## src/rtl/hazard_suspend_unit.sv

```systemverilog
// hazard_suspend_unit: RAW interlock comparing ID sources against EX/MEM/WB destination slots.
// Define SUSPEND_STAT_EN to add a saturating stall-cycle counter on stall_cnt_o.
module hazard_suspend_unit #(
   parameter bit WB_BYPASS = 1'b0
) (
   input  logic        clk_i,
   input  logic        reset_i,
   input  logic        id_valid_i,
   input  logic [4:0]  id_rs1_i,
   input  logic [4:0]  id_rs2_i,
   input  logic        id_rs1_used_i,
   input  logic        id_rs2_used_i,
   input  logic [4:0]  id_rd_i,
   input  logic        id_we_i,
   input  logic        flush_i,
   output logic        stall_o,
   output logic        bubble_o,
`ifdef SUSPEND_STAT_EN
   output logic [2:0]  pend_o,
   output logic [31:0] stall_cnt_o
`else
   output logic [2:0]  pend_o
`endif
);
   logic [2:0] slot_v, slot_we, live;
   logic [4:0] slot_rd [3];
   logic       hit1, hit2, hazard;
   // bit0=EX, bit1=MEM, bit2=WB; a write-through regfile makes the WB slot harmless
   assign live   = slot_v & slot_we & {~WB_BYPASS, 2'b11};
   assign pend_o = slot_v & slot_we;
   always_comb begin
      hit1 = 1'b0;
      hit2 = 1'b0;
      for (int i = 0; i < 3; i++) begin
         hit1 = hit1 | (live[i] && slot_rd[i] != 5'd0 && slot_rd[i] == id_rs1_i);
         hit2 = hit2 | (live[i] && slot_rd[i] != 5'd0 && slot_rd[i] == id_rs2_i);
      end
      hazard   = id_valid_i & ~flush_i &
                 ((id_rs1_used_i & (id_rs1_i != 5'd0) & hit1) |
                  (id_rs2_used_i & (id_rs2_i != 5'd0) & hit2));
      stall_o  = hazard & ~reset_i;
      bubble_o = (hazard | flush_i) & ~reset_i;
   end
   always_ff @(posedge clk_i or posedge reset_i) begin
      if (reset_i) begin
         slot_v  <= '0;
         slot_we <= '0;
         slot_rd <= '{default: '0};
      end else begin
         slot_v     <= {slot_v[1:0],  id_valid_i & ~bubble_o};
         slot_we    <= {slot_we[1:0], id_we_i & ~bubble_o};
         slot_rd[2] <= slot_rd[1];
         slot_rd[1] <= slot_rd[0];
         slot_rd[0] <= bubble_o ? 5'd0 : id_rd_i;
      end
   end
`ifdef SUSPEND_STAT_EN
   always_ff @(posedge clk_i or posedge reset_i) begin
      if (reset_i)
         stall_cnt_o <= '0;
      else if (stall_o && stall_cnt_o != 32'hFFFF_FFFF)
         stall_cnt_o <= stall_cnt_o + 32'd1;
   end
`endif
endmodule

```

## config.mk

```make
export PLATFORM = sky130hd
export DESIGN_NAME = hazard_suspend_unit
export DESIGN_NICKNAME = d
export VERILOG_FILES = /design/src/rtl/hazard_suspend_unit.sv
export SDC_FILE = /design/constraint.sdc
export NUM_CORES = 1
export LEC_CHECK = 0
export CELL_PAD_IN_SITES_DETAIL_PLACEMENT = 0
export CELL_PAD_IN_SITES_GLOBAL_PLACEMENT = 1
export CORE_MARGIN = 2
export CORE_UTILIZATION = 30
export CTS_BUF_LIST = sky130_fd_sc_hd__clkbuf_16
export DETAILED_ROUTE_END_ITERATION = 7
export PLACE_DENSITY = 0.74
export SKIP_CTS_REPAIR_TIMING = 1
export SLEW_MARGIN = 10
export SYNTH_ARGS = -nofsm -noshare
export SYNTH_HDL_FRONTEND = slang
export SYNTH_SLANG_ARGS = --single-unit
```

## constraint.sdc

```tcl
create_clock -name clk_i -period 3.2 [get_ports clk_i]
set_input_delay 0.48 -clock clk_i [delete_from_list [all_inputs] [get_ports clk_i]]
set_output_delay 0.48 -clock clk_i [all_outputs]
set_load 0.03 [all_outputs]
```

Yosys cells after proc, flatten, opt, wreduce, memory -nomap -nowiden
Cells that the tools add are included.

word-level totals
  bits in registers = 21

cells by class
  bitwise operators = 20
  reductions and logical operators = 14
  mux-type cells = 1
  eq/ne operators = 6

operator list
  cell                 number
  equality test 5 bit  6
  nonzero test 5 bit   5
  AND 1 bit            10
  logical AND 1 bit    9
  bitwise OR 1 bit     6
  2-to-1 mux 5 bit     1
  AND 3 bit            1
  inverter 1 bit       3

Longest topological paths before layout
Gate-level depths: netlist of run 1.

  word-level depth = 12
  mapped depth = 6

Worst setup path before layout of run 1
OpenSTA, ideal clock, no wires.

  path kind = register to output
  start = reg slot_v[0]
  end = out stall_o
  arrival = 2.216 ns
  required time = 2.720 ns
  cell stages (with the launch flop) = 7
  path buffers = 0
  setup slack = 0.504 ns
  path through = dfrtp_1 > and2_1 > o21ai_2 > nor4_1 > nor3_1 > o21a_1 > nor3_1

between the ends
  longest elaborated chain between the ends = 9
  elaborated cells between the ends (all ways) = 13
  those cells by class = bitwise (10); reduce/logical (3)

ends and longest elaborated chain
  what                                                     line    RTL
  start: declaration                                       25      logic [2:0] slot_v, slot_we, live;
  start signal: assignment                                 50      slot_v <= {slot_v[1:0], id_valid_i & ~bubble_o};
  AND 3 bit *                                              --
  via pend_o[0]                                            22      output logic [2:0] pend_o
  logical AND 1 bit *                                      35, 36
  logical AND 1 bit, on equally long branches              35, 36
  bitwise OR 1 bit, on equally long branches (2 in a row)  35, 36
  AND 1 bit, on equally long branches                      39, 40
  bitwise OR 1 bit *                                       39      ((id_rs1_used_i & (id_rs1_i != 5'd0) & hit1) |
  AND 1 bit *                                              38      hazard = id_valid_i & ~flush_i &
  AND 1 bit *                                              41      stall_o = hazard & ~reset_i;
  end: declaration                                         16      output logic stall_o,

Mark *: on every way through the listed nets, which the timed path passes. The rest lies on a longest branch.

Worst setup path after layout of run 1
  start = in id_rs2_i[1]
  end = out bubble_o

between the ends
  longest elaborated chain between the ends = 9
  elaborated cells between the ends (all ways) = 15
  those cells by class = eq/ne (3); bitwise (8); reduce/logical (4)

ends and longest elaborated chain
  what                           line  RTL
  start: declaration             10    input logic [4:0] id_rs2_i,
  equality test 5 bit            36    hit2 = hit2 | (live[i] && slot_rd[i] != 5'd0 && slot_rd[i] == id_rs2_i);
  logical AND 1 bit              36
  bitwise OR 1 bit (2 in a row)  36
  AND 1 bit *                    40    (id_rs2_used_i & (id_rs2_i != 5'd0) & hit2));
  bitwise OR 1 bit *             39
  AND 1 bit *                    38
  bitwise OR 1 bit *             42    bubble_o = (hazard | flush_i) & ~reset_i;
  AND 1 bit *                    42
  end: declaration               17    output logic bubble_o,

Mark *: on every way between the ends. The rest lies on a longest branch, timed or not.

==> results.toml, run 1 <==
[floorplan]
fp.dieW_um = 65.4
num_rows = 22
boundaryPins = 27
coreArea_um2 = 3630
die-area_um2 = 4280
die_height_um = 65.4
start_util = 0.312

[synthesis]
synth-edff-count = 0
synthMuxAreaShare = 0
synth.most_common_cell = "dfrtp_1"
synth_compound_area_frac = 0.0950
netlist.area_leader.share = 0.464
synth_async_sr_flop_share = 1.00
synth_commonest_cells = "21 x dfrtp_1, 18 x xnor2_1, 12 x xor2_1, 8 x nor2_1, 7 x nand2_1"
synthCells = 103
synth_xor_xnor_area_share = 0.232
yosys.area_share.adder = 0
yosys_warnings = 0
synth_area_leaders = "dfrtp_1 46%, xnor2_1 14%, xor2_1 9.3%, nor2_1 2.7%, nand2_1 2.3%"
synth.yosys.seq_area_share = 0.464
syn_nets = 125
synth_flop_cell = "dfrtp_1"
postSynthAreaPerCell_um2 = 11.0
synthSimpleGateAreaFrac = 0.199
yosysTopAreaCell = "dfrtp_1"
synth_cell_type_count = 26
synth_seq_cells = 21
synth_top_family_by_area = "XOR/XNOR gates"
syn-cell-area_um2 = 1130

[route]
vias_per_cell = 4.77
ant_nets = 0
drtPass1Iterations = 4
avgRoutedWirePerCell_um = 14.2
vias = 892
drc_errors = 0
wirelength_mm = 2.66
drt-initial-drc-count = 14

[outcome]
status = "complete, no violations"

[global_route]
gr-usage-met2 = 0.232
grt_pass1_wl_mm = 4.50
grt_pass1_vias = 957
grtUsageMet1 = 0.179
gr-total-overflow = 0
use_met3 = 0.0103
antenna_found_initial = 0
grt_util_all_layers = 0.138
grt_max_degree = 22
top_usage_layer = "met2"

[critical_path]
crit_chain = "clkdlybuf4s50_1 > xnor2_1 > nand3_1 > nor4_1 > o311ai_2 > a21oi_2 > or2_1 > buf_4"
arrival_ns = 2.46
start_kind = "primary input"
cp_slowest_cell = "clkdlybuf4s50_1"
cpPeakStageDelay_ns = 0.60
crit_required_ns = 2.72
crit_path_max_fanout = 4
endpoint_kind = "output pin"
crit_type = "in2out"
critPathTopFamily = "buffers and inverters"
reg2reg_slack_ns = 1.17
path_buf_inv = 2

[sta]
hold_viol = 0
worst_pin_slew_ns = 0.488
setup_violations = 0
rsz0062_at_grt = "no"
timing.final.crit_share = 0.918
fin_setup_tns_ns = 0
min_period_ns = 2.94
fin_hold_ws_ns = 0.364
relSlewSlack = 0.672
fmax_mhz = 340
fin_skew_ns = 0.00159
slew_violations = 0
setup_ws_ns = 0.263

[layout]
nFillCells = 370
n_antenna_cell = 0
fin_cells = 187
area_growth_pct = 38.9
drive_above_1_share = 0.158
ff_latch_area_um2 = 526
fin_nets = 162
postLayoutCellArea_um2 = 1570
multi_input_area_um2 = 596

[pwr]
total_leakage_power_nw = 0.639
power_density_nw_per_um2 = 434
max-vdd-ir-drop_mv = 0.212

[cts]
htree_levels = 1
clkLatencyLatePin_ns = 0.25
clock-sinks = 21
cts_root_buf = "clkbuf_16"
clock_path_buffers = 2
cts_buffers = 3
tritoncts = "done"
cts.reportedPaths.clkPinSlew_ns = 0.06

[job]
drv_cap = 0

[placement]
globalplace.congestion = 0.815
placed_cell_area_um2 = 1490
placed_cells = 183
dpl_worst_slack_ns = 0.287
io_buffers = 26
post-dp-hpwl_mm = 2.11

[worst_hold_path]
hold_class = "reg2reg"
per-layer routing:
metal	up-vias	part of all wire
met5	-	0
met4	0	0.017
met3	4	0.044
met2	25	0.48
met1	433	0.46
li1	430	-
final cells by class:
type | instances | area share
clock buffers | 3 | 0.0477
multi-input cells | 79 | 0.379
clock inverters | 1 | 0.00318
repair buffers | 32 | 0.191
inverters | 3 | 0.00716
flip-flops and latches | 21 | 0.334
well taps | 48 | 0.0382
cells by family (layout without fill, tap and decap cells):
family | Yosys count | after routing
buffers and inverters | 3 | 39
AO/OA/AOI/OAI | 10 | 10
AND/OR/NAND/NOR | 39 | 39
flip-flops | 21 | 21
XOR/XNOR | 30 | 30
power by group:
group	switching (W)	total (W)	internal (W)
clock network	0.0000933	0.000261	0.000168
logic	0.0000551	0.000119	0.0000640
registers	0.0000195	0.000303	0.000283
total	0.000168	0.000683	0.000515
worst paths after layout:
check,start,to,cells past startpoint
worst max-delay path,id_rs2_i[1],bubble_o,8
worst min-delay path,slot_we[1],slot_we[2],0
worst max register to register,slot_rd[11],slot_rd[14],7
worst min register to register,slot_we[1],slot_we[2],0
max in group asynchronous,reset_i,slot_rd[1],3
min in group asynchronous,reset_i,slot_rd[10],3
placed cells by master, fill, tap and decap left out, types with 2 or more instances in the layout:
master,instances
or4_1,3
nand4_1,2
clkdlybuf4s50_1,24
xor2_1,12
o21a_1,2
nor4_2,2
buf_4,8
nor4_1,4
nand3_1,4
and2_1,3
inv_1,2
clkbuf_16,3
xnor2_1,18
nor3_1,2
nor2_1,8
dfrtp_1,21
nand2_1,7
or4_4,2
registers in the layout, indices dropped and copies added, names as in the netlist:
register / count
slot_we: 3
slot_rd: 15
slot_v: 3
stage by stage:
| step | utilization | power, W |
|---|---|---|
| after floorplan | - | 0.000368 |
| after global placement | 0.411 | 0.000423 |
| after detailed placement | 0.411 | 0.000427 |
| after CTS | 0.433 | 0.000690 |
| after global routing | 0.433 | 0.000709 |
| final | 0.433 | 0.000683 |
(Power assumes the default switching activity.)
==> inputs of run 2 (changes only) <==
--- a/config.mk
+++ b/config.mk
@@ -11,7 +11,7 @@
 export CORE_UTILIZATION = 30
 export CTS_BUF_LIST = sky130_fd_sc_hd__clkbuf_16
 export DETAILED_ROUTE_END_ITERATION = 7
-export PLACE_DENSITY = 0.74
+export PLACE_DENSITY = 0.61
 export SKIP_CTS_REPAIR_TIMING = 1
 export SLEW_MARGIN = 10
 export SYNTH_ARGS = -nofsm -noshare
==> run 2 against run 1 <==
Net effect:
- combinational power barely moved
- utilization barely moved
- register-to-register slack got worse by 0.03 ns
- flip-flop and latch count did not move
- count of clock-buffer cells in the layout did not move
- clock power fell by 3%
- via count fell by 3.0%
- global-route usage rose by 0.59 points
- non-clock buffer count did not move
- cell area barely moved
- highest routed layer unchanged
==> results.toml, run 2 (synthesis results as in run 1) <==
[global_route]
grt_util_all_layers = 0.143
antenna_found_initial = 0
gr-total-overflow = 0
grt_pass1_wl_mm = 4.47
grt_max_degree = 22
grt_pass1_vias = 941

[layout]
mostFrequentLayoutCell = "clkdlybuf4s50_1"
largestRegisters = "slot_rd: 15 flops, slot_v: 3 flops, slot_we: 3 flops"
ff_latch_area_um2 = 526
nFillCells = 380
area_growth_pct = 38.8
largest_reg_flops = 15
fin_nets = 162
drive_above_1_share = 0.151
multi_input_area_um2 = 596
largest-register = "slot_rd"
n_antenna_cell = 0
utilization = 0.433
final_cell_mix = "24 x clkdlybuf4s50_1, 21 x dfrtp_1, 18 x xnor2_1"

[route]
vias = 865
drtPass1Iterations = 3
wirelength_mm = 2.62
ant_nets = 0
drt-initial-drc-count = 23
vias_per_cell = 4.63
avgRoutedWirePerCell_um = 14.0
drc_errors = 0

[sta]
fin_setup_tns_ns = 0
relSlewSlack = 0.690
rsz0062_at_grt = "no"
fmax_mhz = 341
min_period_ns = 2.94
slew_violations = 0
timing.final.crit_share = 0.918
worst_pin_slew_ns = 0.461
fin_skew_ns = 0.00193
setup_violations = 0
setup_ws_ns = 0.263
hold_viol = 0

[floorplan]
start_util = 0.312
num_rows = 22
die-area_um2 = 4280
boundaryPins = 27
coreArea_um2 = 3630
die_height_um = 65.4
fp.dieW_um = 65.4

[worst_hold_path]
min_from = "slot_we[0]"
hold_class = "reg2reg"

[pwr]
total_leakage_power_nw = 0.641
power_density_nw_per_um2 = 428
max-vdd-ir-drop_mv = 0.177

[critical_path]
cp-startpoint = "id_rs1_i[3]"
start_kind = "primary input"
reg2reg_from = "slot_rd[1]"
crit_type = "in2out"
arrival_ns = 2.46
endpoint_kind = "output pin"
crit_required_ns = 2.72
crit_path_max_fanout = 4

[cts]
cts_buffers = 3
clock_path_buffers = 2
clock-sinks = 21
htree_levels = 1
clkLatencyLatePin_ns = 0.25
cts_root_buf = "clkbuf_16"
cts.reportedPaths.clkPinSlew_ns = 0.05
tritoncts = "done"

[job]
drv_cap = 0

[placement]
globalplace.congestion = 0.819
io_buffers = 26
post-dp-hpwl_mm = 2.18
dpl_worst_slack_ns = 0.294

[outcome]
status = "complete, no violations"
run 2: path summary, 6_finish.rpt:
| check | cells after the start | to | slack [ns] |
|---|---|---|---|
| worst max-delay path | 9 | stall_o | 0.26 |
| worst min-delay path | 0 | slot_we[1] | 0.37 |
| worst max register to register | 8 | slot_we[0] | 1.14 |
| worst min register to register | 0 | slot_we[1] | 0.37 |
| max in group asynchronous | 3 | slot_rd[4] | 2.33 |
| min in group asynchronous | 3 | slot_v[0] | 0.66 |
run 2: report_power, final:
part	internal, W	total [W]	switching (W)
sequential	0.000283	0.000304	0.0000206
clock	0.000166	0.000253	0.0000864
combinational	0.0000640	0.000116	0.0000523
run 2: layer usage:
metal / vias to the layer above / track usage / part of all wire
li1: 429 / - / -
met1: 403 / 0.164 / 0.45
met2: 28 / 0.260 / 0.48
met3: 5 / 0.0257 / 0.050
met4: 0 / 0.0625 / 0.019
met5: - / 0 / 0
run 2: area by class of cell:
class | instances | share of cell area
clock buffers | 3 | 0.0478
clock inverters | 1 | 0.00239
inverters | 3 | 0.00717
multi-input cells | 79 | 0.379
flip-flops and latches | 21 | 0.334
well taps | 48 | 0.0382
repair buffers | 32 | 0.191
run 2: worst max-delay path, cell delays in order:
cell	delay, ns
clkdlybuf4s50_1	0.59
xnor2_1	0.16
nand4_1	0.10
nor4_1	0.32
buf_4	0.21
nor3_1	0.04
o21a_1	0.22
nor3_1	0.14
buf_4	0.19
run 2: stage by stage:
| step | area, um^2 | hold slack [ns] | std cells | total power [W] |
|---|---|---|---|---|
| floorplan | 1130 | 0.346 | 103 | 0.000368 |
| global placement | 1490 | 0.355 | 183 | 0.000425 |
| detailed placement | 1490 | 0.355 | 183 | 0.000427 |
| CTS | 1570 | 0.367 | 187 | 0.000679 |
| global route | 1570 | 0.375 | 187 | 0.000706 |
| finish | 1570 | 0.365 | 187 | 0.000673 |
==> inputs of run 3 (changes only) <==
--- a/config.mk
+++ b/config.mk
@@ -7,6 +7,7 @@
 export LEC_CHECK = 0
 export CELL_PAD_IN_SITES_DETAIL_PLACEMENT = 0
 export CELL_PAD_IN_SITES_GLOBAL_PLACEMENT = 1
+export CORE_ASPECT_RATIO = 1.75
 export CORE_MARGIN = 2
 export CORE_UTILIZATION = 30
 export CTS_BUF_LIST = sky130_fd_sc_hd__clkbuf_16
==> run 3 against run 2 <==
Net effect:
- utilization fell by 0.11 points
- routed wire length increased by 11%
- cell area is 0.40% lower
- sequential power barely moved
- total power up 3.5%
- maximum frequency fell by 1.8%
- clock power rose by 8.3%
- count of clock-buffer cells in the layout unchanged
- register-to-register slack better by 0.05 ns
- combinational power is essentially flat
- worst hold slack better by 0.0045 ns
- critical endpoint is now bubble_o
==> results.toml, run 3 (synthesis results as in run 1) <==
[global_route]
grt_util_all_layers = 0.149
gr-total-overflow = 0
grt_max_degree = 22
grt_pass1_vias = 947
grt_pass1_wl_mm = 4.63
antenna_found_initial = 0

[floorplan]
coreArea_um2 = 3630
boundaryPins = 27
fp.dieW_um = 50.4
num_rows = 29
start_util = 0.312
die-area_um2 = 4300
die_height_um = 85.3

[worst_hold_path]
whs_path_depth = 0
hold_class = "reg2reg"
min_from = "slot_v[0]"
hold_end = "slot_v[1]"

[placement]
globalplace.congestion = 0.848
io_buffers = 26
post-dp-hpwl_mm = 2.35

[pwr]
p_int_w = 0.000517
p_sw_w = 0.000180
p_comb_frac = 0.170
total_leakage_power_nw = 0.630
seq_power_share = 0.436
sw_frac_of_total = 0.258
pwr-share-clk = 0.394
power_density_nw_per_um2 = 445
max-vdd-ir-drop_mv = 0.308

[critical_path]
crit_required_ns = 2.72
endpoint_kind = "output pin"
reg2reg_from = "slot_rd[11]"
arrival_ns = 2.51
critPathTopFamily = "simple AND/OR/NAND/NOR gates"
path_buf_inv = 3
crit_path_max_fanout = 7
reg2reg_slack_ns = 1.19
timing.rr.end = "slot_rd[10]"
crit_chain = "clkdlybuf4s50_1 > or4_1 > o21ai_0 > nor2_1 > o31ai_4 > inv_2 > or2_1 > buf_4"
start_kind = "primary input"
cp_slowest_cell = "or4_1"
rr_worst_depth = 7
cpPeakStageDelay_ns = 0.60
crit_type = "in2out"

[route]
drt-initial-drc-count = 11
drtPass1Iterations = 2
ant_nets = 0
vias_per_cell = 4.76
wirelength_mm = 2.90
avgRoutedWirePerCell_um = 15.8
vias = 876
drc_errors = 0

[cts]
clock-sinks = 21
clkLatencyLatePin_ns = 0.26
clock_path_buffers = 2
htree_levels = 1
cts.reportedPaths.clkPinSlew_ns = 0.06
cts_root_buf = "clkbuf_16"
cts_buffers = 3
tritoncts = "done"

[sta]
hold_viol = 0
relSlewSlack = 0.648
fmax_mhz = 334
min_period_ns = 2.99
fin_skew_ns = 0.00449
fin_setup_tns_ns = 0
timing.final.crit_share = 0.934
worst_pin_slew_ns = 0.524
slew_violations = 0
setup_violations = 0
rsz0062_at_grt = "no"

[outcome]
status = "complete, no violations"

[layout]
drive_above_1_share = 0.152
area_growth_pct = 38.2
fin_nets = 161
final_cell_mix = "24 x clkdlybuf4s50_1, 21 x dfrtp_1, 18 x xnor2_1"
largest_reg_flops = 15
n_antenna_cell = 0
largestRegisters = "slot_rd: 15 flops, slot_v: 3 flops, slot_we: 3 flops"
utilization = 0.431
largest-register = "slot_rd"
mostFrequentLayoutCell = "clkdlybuf4s50_1"

[job]
drv_cap = 0
-- run 3: cell types whose count changed in the layout (fill, tap and decap cells not counted) --
cell | before | now
clkinvlp_4 | 0 | 1
inv_1 | 3 | 2
buf_4 | 8 | 7
-- run 3: how the worst max path moves through the flow --
stage                      from        to  slack [ns]  cells after the start
floorplan             slot_v[0]   stall_o        0.50                      6
global placement    id_rs1_i[0]  bubble_o        0.22                      8
detailed placement  id_rs1_i[0]  bubble_o        0.20                      8
CTS                 id_rs1_i[0]  bubble_o        0.18                      8
global route        id_rs1_i[0]  bubble_o         0.1                      8
finish              id_rs1_i[0]  bubble_o        0.21                      8
-- run 3: per-layer routing --
layer  global-route usage  wire length (um)  up-vias  share of wire
met3               0.0176                62        4          0.021
met4               0.0663                66        0          0.023
li1                     -                 -      428              -
met2                0.300              1730       18           0.60
met1                0.141              1040      426           0.36
met5                    0                 0        -              0
-- run 3: stage by stage --
stage | power (W) | cells | area [um^2] | hold WS, ns | setup WS (ns)
floorplan | 0.000368 | 103 | 1130 | 0.346 | 0.504
global placement | 0.000426 | 180 | 1480 | 0.350 | 0.218
detailed placement | 0.000429 | 180 | 1480 | 0.359 | 0.202
CTS | 0.000700 | 184 | 1570 | 0.372 | 0.183
global route | 0.000720 | 184 | 1570 | 0.389 | 0.0967
finish | 0.000696 | 184 | 1570 | 0.370 | 0.210
-- run 3: power by group through the flow --
| stage | sequential (W) | combinational, W | clock, W |
|---|---|---|---|
| 2_1_floorplan | 0.000302 | 0.0000661 | 0 |
| 3_3_place_gp | 0.000308 | 0.000118 | 0 |
| 3_5_place_dp | 0.000309 | 0.000120 | 0 |
| 4_1_cts | 0.000304 | 0.000121 | 0.000275 |
| 5_1_grt | 0.000307 | 0.000130 | 0.000283 |
| 6_report | 0.000304 | 0.000119 | 0.000274 |
-- run 3: cell type report --
type                       instances  area (um^2)
timing repair buffer              31          293
fill                             372         2060
tap                               46         57.6
clock buffer                       3         75.1
sequential                        21          526
clock inverter                     1         7.51
inverter                           3         11.3
multi-input combinational         79          596
